[src/rtl/echo_indication_portal.sv]
// Host-side indication portal: buffers ind_echo values in a small FIFO and
// serializes each one as a {header, payload} message on a first/deq method pair.
module echo_indication_portal #(
  parameter int          DEPTH     = 4,
  parameter int          AW        = 2,
  parameter logic [15:0] METHOD_ID = 16'h0001
) (
  input  logic        CLK,
  input  logic        nRST,
  input  logic        ind_echo__ENA,
  input  logic [31:0] ind_echo_v,
  output logic        ind_echo__RDY,
  output logic        msg_first__RDY,
  output logic [31:0] msg_first,
  output logic        msg_deq__RDY,
  input  logic        msg_deq__ENA,
  output logic [15:0] msg_count,
  output logic        proto_err,
  output logic [1:0]  dbg_state
);

  // Handshake: a method fires when ENA is high at a CLK edge; ENA is only
  // legal while the matching RDY is high. RDY never depends on ENA in the
  // same cycle. An illegal ENA has no effect other than setting proto_err.

  typedef enum logic [1:0] {
    IDLE = 2'd0,
    HDR  = 2'd1,
    PAY  = 2'd2
  } state_t;

  localparam logic [31:0] HDR_WORD = {METHOD_ID, 16'd2};

  state_t        state_q, state_d;
  logic [AW-1:0] wr_ptr_q, wr_ptr_d;
  logic [AW-1:0] rd_ptr_q, rd_ptr_d;
  logic [AW:0]   count_q, count_d;
  logic [15:0]   msg_count_q, msg_count_d;
  logic          proto_err_q, proto_err_d;
  logic [31:0]   mem_q [DEPTH];
  logic [31:0]   mem_d [DEPTH];

  logic full;
  logic empty;
  logic enq;
  logic deq;

  assign full  = (count_q == (AW+1)'(DEPTH));
  assign empty = (count_q == '0);

  always_comb begin
    enq         = ind_echo__ENA && !full;
    deq         = msg_deq__ENA && (state_q == PAY);
    wr_ptr_d    = wr_ptr_q;
    rd_ptr_d    = rd_ptr_q;
    count_d     = count_q;
    msg_count_d = msg_count_q;
    proto_err_d = proto_err_q;
    mem_d       = mem_q;

    if (enq) begin
      mem_d[wr_ptr_q] = ind_echo_v;
      wr_ptr_d        = wr_ptr_q + AW'(1);
    end
    if (deq) begin
      rd_ptr_d    = rd_ptr_q + AW'(1);
      msg_count_d = msg_count_q + 16'd1;
    end
    if (enq && !deq) begin
      count_d = count_q + (AW+1)'(1);
    end else if (!enq && deq) begin
      count_d = count_q - (AW+1)'(1);
    end

    if ((ind_echo__ENA && full) || (msg_deq__ENA && (state_q == IDLE))) begin
      proto_err_d = 1'b1;
    end
  end

  always_comb begin
    state_d = state_q;
    unique case (state_q)
      IDLE: if (!empty) state_d = HDR;
      HDR:  if (msg_deq__ENA) state_d = PAY;
      // Looking at the post-update occupancy lets a value arriving during
      // the last payload start the next header without an idle cycle.
      PAY:  if (msg_deq__ENA) state_d = (count_d != '0) ? HDR : IDLE;
      default: state_d = IDLE;
    endcase
  end

  always_ff @(posedge CLK) begin
    if (!nRST) begin
      state_q     <= IDLE;
      wr_ptr_q    <= '0;
      rd_ptr_q    <= '0;
      count_q     <= '0;
      msg_count_q <= '0;
      proto_err_q <= 1'b0;
    end else begin
      state_q     <= state_d;
      wr_ptr_q    <= wr_ptr_d;
      rd_ptr_q    <= rd_ptr_d;
      count_q     <= count_d;
      msg_count_q <= msg_count_d;
      proto_err_q <= proto_err_d;
    end
  end

  // Storage needs no reset: occupancy alone decides what is valid.
  always_ff @(posedge CLK) begin
    mem_q <= mem_d;
  end

  always_comb begin
    msg_first = '0;
    unique case (state_q)
      HDR:     msg_first = HDR_WORD;
      PAY:     msg_first = mem_q[rd_ptr_q];
      default: msg_first = '0;
    endcase
  end

  assign ind_echo__RDY  = !full;
  assign msg_first__RDY = (state_q == HDR) || (state_q == PAY);
  assign msg_deq__RDY   = msg_first__RDY;
  assign msg_count      = msg_count_q;
  assign proto_err      = proto_err_q;
  assign dbg_state      = state_q;

endmodule
[config.mk]
export PLATFORM = sky130hd
export DESIGN_NAME = echo_indication_portal
export DESIGN_NICKNAME = d
export VERILOG_FILES = /design/src/rtl/echo_indication_portal.sv
export SDC_FILE = /design/constraint.sdc
export NUM_CORES = 1
export LEC_CHECK = 0
export ABC_AREA = 1
export CORE_MARGIN = 2
export CORE_UTILIZATION = 54
export DETAILED_ROUTE_END_ITERATION = 8
export PLACE_DENSITY_LB_ADDON = 0.2
export REMOVE_ABC_BUFFERS = 1
export SYNTH_ARGS = -nofsm -noshare
export SYNTH_HDL_FRONTEND = slang
export SYNTH_SLANG_ARGS = --single-unit
[constraint.sdc]
create_clock -name CLK -period 3.45 [get_ports CLK]
set_input_delay 0.345 -clock CLK [delete_from_list [all_inputs] [get_ports CLK]]
set_output_delay 0.345 -clock CLK [all_outputs]
set_load 0.02 [all_outputs]
==> impl_table.tex <==
\begin{tabular}{lr}
\hline
Metric & Value \\
\hline
\multicolumn{2}{l}{\textbf{Timing}} \\
Post-layout worst setup margin & 554.6 ps \\
Final hold violation count & 0 \\
Max\_slew headroom & 0.5535 \\
Transition time at the pin with the least slew margin & 669.8 ps \\
Final critical-path required period & 2895 ps \\
Final setup fails & 0 \\
Unrepaired setup endpoints after global routing & no \\
Peak clock frequency supported by timing & 345.4 MHz \\
Final critical-path share of the clock period & 0.8393 \\
Clock skew after layout & 5.375 ps \\
Final-report max-slew violation count & 0 \\
Post-Route Hold Slack & 513.2 ps \\
Total negative slack & 0 ps \\
\multicolumn{2}{l}{\textbf{Die}} \\
Core ar. & 0.01142 mm\^{}2 \\
Chip Height & 112.4 um \\
Row count & 39 \\
Starting Density & 0.5553 \\
Die W & 112.4 um \\
DIE AREA & 0.01263 mm\^{}2 \\
Top-level port count & 90 \\
\multicolumn{2}{l}{\textbf{Setup path}} \\
Highest net fanout along the worst path & 42 \\
Kind of end point of the critical path & primary output \\
Type of origin of the critical path & flop \\
Arr. time, crit path & 2550 ps \\
Required time reported for the critical path endpoint & 3110 ps \\
Type of the worst setup path & reg2out \\
\multicolumn{2}{l}{\textbf{Global routing}} \\
Vias in the first global route & 4339 \\
Met2 track utilization from global routing & 0.3627 \\
Wire length of the first global-routing pass & 21250 um \\
Overall fraction of global-route tracks in use & 0.2164 \\
Global route total overflow & 0 \\
Met1 layer usage reported by global route & 0.2692 \\
Met3 Track Usage GR & 0.06102 \\
Number of antenna violations at the first check in global routing & 0 \\
Pin count of the biggest net entering global routing & 66 \\
Routing layer with the top usage in global route & met2 \\
\multicolumn{2}{l}{\textbf{Power}} \\
Sequential group share of total power & 0.454 \\
Pwr/cell area & 609.8 mW/mm\^{}2 \\
Comb pwr share & 0.184 \\
Switching part of the total & 0.2733 \\
Internal power of the cells & 0.003523 W \\
Psw & 0.001325 W \\
Share of total power in the clock network & 0.362 \\
Leakage component of the power & 2.868 nW \\
Peak VDD IR & 394.9 uV \\
\multicolumn{2}{l}{\textbf{Place}} \\
Worst slack at placement & 1017 ps \\
Half-perimeter wire length after detailed placement & 8178 um \\
Count of input and output buffers & 89 \\
Gp weighted congestion & 0.8262 \\
\multicolumn{2}{l}{\textbf{Cells and area}} \\
Number of nets at the end of the flow & 704 \\
Filler instances & 836 \\
ANT cells & 0 \\
Share of final-layout standard cells stronger than drive strength 1 & 0.07934 \\
Area growth, synth to finish & 25.37\% \\
\multicolumn{2}{l}{\textbf{Synthesis}} \\
Synth warn & 0 \\
Portion of the post-synthesis area used by sequential elements & 0.6882 \\
Number of different library cells in the post-synthesis netlist & 29 \\
Area fraction of the dominant cell type after synthesis & 0.6062 \\
Most common library cells after synthesis & 150 x sky130\_fd\_sc\_hd\_\_nor2\_1, 128 x sky130\_fd\_sc\_hd\_\_edfxtp\_1, 76 x sky130\_fd\_sc\_hd\_\_o21ai\_0 \\
Most frequent cell after synthesis & sky130\_fd\_sc\_hd\_\_nor2\_1 \\
Biggest area consumer among synthesized cells & sky130\_fd\_sc\_hd\_\_edfxtp\_1 \\
Top cells by area, synth & sky130\_fd\_sc\_hd\_\_edfxtp\_1 61\%, sky130\_fd\_sc\_hd\_\_nor2\_1 8.9\%, sky130\_fd\_sc\_hd\_\_dfxtp\_1 8.2\% \\
Number of instances in the synthesized netlist & 565 \\
Synth async-reset ratio & 0 \\
Avg Synthesized Cell Area & 11.22 um\^{}2 \\
Synthesized area & 0.006341 mm\^{}2 \\
Synth Flop Type & sky130\_fd\_sc\_hd\_\_edfxtp\_1 \\
Number of synthesized register bits & 154 \\
EDFF count, synth & 128 \\
\multicolumn{2}{l}{\textbf{CTS}} \\
TritonCTS Sinks & 154 \\
Clock latency at the later pin of the worst-skew pair & 410 ps \\
CTS tree & done \\
Count of cells resized by post-cts repair & 0 \\
Max clock buf depth & 2 \\
Root buffer cell & sky130\_fd\_sc\_hd\_\_clkbuf\_16 \\
Cts bufs inserted & 17 \\
Hold-fix buffers, CTS & 0 \\
H-tree levels & 4 \\
Setup bufs post-CTS & 0 \\
CTS clock-pin slew for the worst setup and hold paths & 60 ps \\
\multicolumn{2}{l}{\textbf{Flow run}} \\
Number of maximum-capacitance violations & 0 \\
\multicolumn{2}{l}{\textbf{Route}} \\
Total length of routed wires & 13430 um \\
Detailed-router iteration count before antenna repair & 5 \\
Initial DRC count & 382 \\
Drc violations & 0 \\
Antenna-violating nets left & 0 \\
DR vias/cell & 5.450 \\
Wire per inst & 16.56 um \\
Detailed-route via count & 4420 \\
\multicolumn{2}{l}{\textbf{Outcome}} \\
Outcome & complete, no violations \\
\multicolumn{2}{l}{\textbf{Min path}} \\
Hold WC Path Type & reg2reg \\
\hline
\end{tabular}
-- final timing paths --
path	start	endpoint	slack, ps	cells after the start
setup / recovery	rd_ptr_q[0]	msg_first[17]	550	5
setup reg to reg	dbg_state[0]	dbg_state[0]	1220	14
hold / removal	msg_count[10]	msg_count[10]	510	2
hold reg to reg	msg_count[10]	msg_count[10]	510	2
-- critical path, cell delays in order, from the launching register on --
cell	delay [ps]
sky130_fd_sc_hd__dfxtp_2	320
sky130_fd_sc_hd__inv_2	460
sky130_fd_sc_hd__buf_4	350
sky130_fd_sc_hd__o21ai_0	150
sky130_fd_sc_hd__a21oi_1	210
sky130_fd_sc_hd__clkdlybuf4s50_1	630
-- cell type report --
cell class	instances	area, um^2	area share
flip-flops and latches	154	4365	0.5491
multi-input cells	354	1775	0.2233
repair buffers	98	958.4	0.1206
clock buffers	17	425.4	0.05351
well taps	143	178.9	0.02251
clock inverters	15	133.9	0.01684
inverters	30	112.6	0.01416
-- kinds of logic (layout without fill, tap and decap cells) --
family,after synthesis,in the layout,synth area share
and+or+nand+nor,208,208,0.1403
AOI/OAI and AO/OA,129,129,0.1038
adders and majority gates,13,13,0.02565
DFF,154,154,0.6882
xor gates and xnor gates,4,4,0.005524
buffers and inverters,57,160,0.03650
-- power by group through the flow --
stage	clock (W)	combinational [W]	sequential, W
2_1_floorplan	0	0.000470	0.00228
3_3_place_gp	0	0.000863	0.00223
3_5_place_dp	0	0.000888	0.00224
4_1_cts	0.00177	0.000896	0.00220
5_1_grt	0.00185	0.000986	0.00221
6_report	0.00176	0.000892	0.00220
-- stage by stage --
stage          total power (W)  std cells  cell area (um^2)  utilization
2_1_floorplan         0.002751        538              6222            -
3_3_place_gp          0.003096        779              7391       0.6473
3_5_place_dp          0.003126        779              7391       0.6473
4_1_cts               0.004864        811              7950       0.6963
5_1_grt               0.005048        811              7950       0.6963
6_report              0.004848        811              7950       0.6963
-- state kept, by name (all words and copies together) (netlist names) --
signal	count
rd_ptr_q	2
dbg_state	2
mem_q	128
wr_ptr_q	2
msg_count	16
count_q	3
proto_err	1
-- per-layer routing --
layer  wire length [um]  share of wire  vias up
met2               6648           0.50      145
met5                  0              0        -
met3                812          0.060       16
li1                   -              -     2135
met4                176          0.013        0
met1               5789           0.43     2124
-- cell usage in the layout (no fill, tap or decap), types with 2 or more instances in the layout --
cell / count
sky130_fd_sc_hd__nor3b_1: 2
sky130_fd_sc_hd__nor2_1: 146
sky130_fd_sc_hd__clkinv_1: 5
sky130_fd_sc_hd__nand4_1: 5
sky130_fd_sc_hd__a21oi_1: 47
sky130_fd_sc_hd__inv_1: 29
sky130_fd_sc_hd__nor2_4: 4
sky130_fd_sc_hd__o21a_1: 3
sky130_fd_sc_hd__clkinv_2: 2
sky130_fd_sc_hd__nor2_2: 2
sky130_fd_sc_hd__nand2_1: 30
sky130_fd_sc_hd__o22ai_1: 2
sky130_fd_sc_hd__clkinvlp_4: 6
sky130_fd_sc_hd__bufinv_16: 2
sky130_fd_sc_hd__buf_4: 9
sky130_fd_sc_hd__xor2_1: 4
sky130_fd_sc_hd__ha_1: 13
sky130_fd_sc_hd__edfxtp_1: 128
sky130_fd_sc_hd__dfxtp_1: 25
sky130_fd_sc_hd__nor3_1: 3
sky130_fd_sc_hd__nand3_1: 7
sky130_fd_sc_hd__o21ai_0: 76
sky130_fd_sc_hd__clkdlybuf4s50_1: 89
sky130_fd_sc_hd__clkbuf_16: 17
sky130_fd_sc_hd__nand2_2: 4
Power figures use the tool's default switching activity.
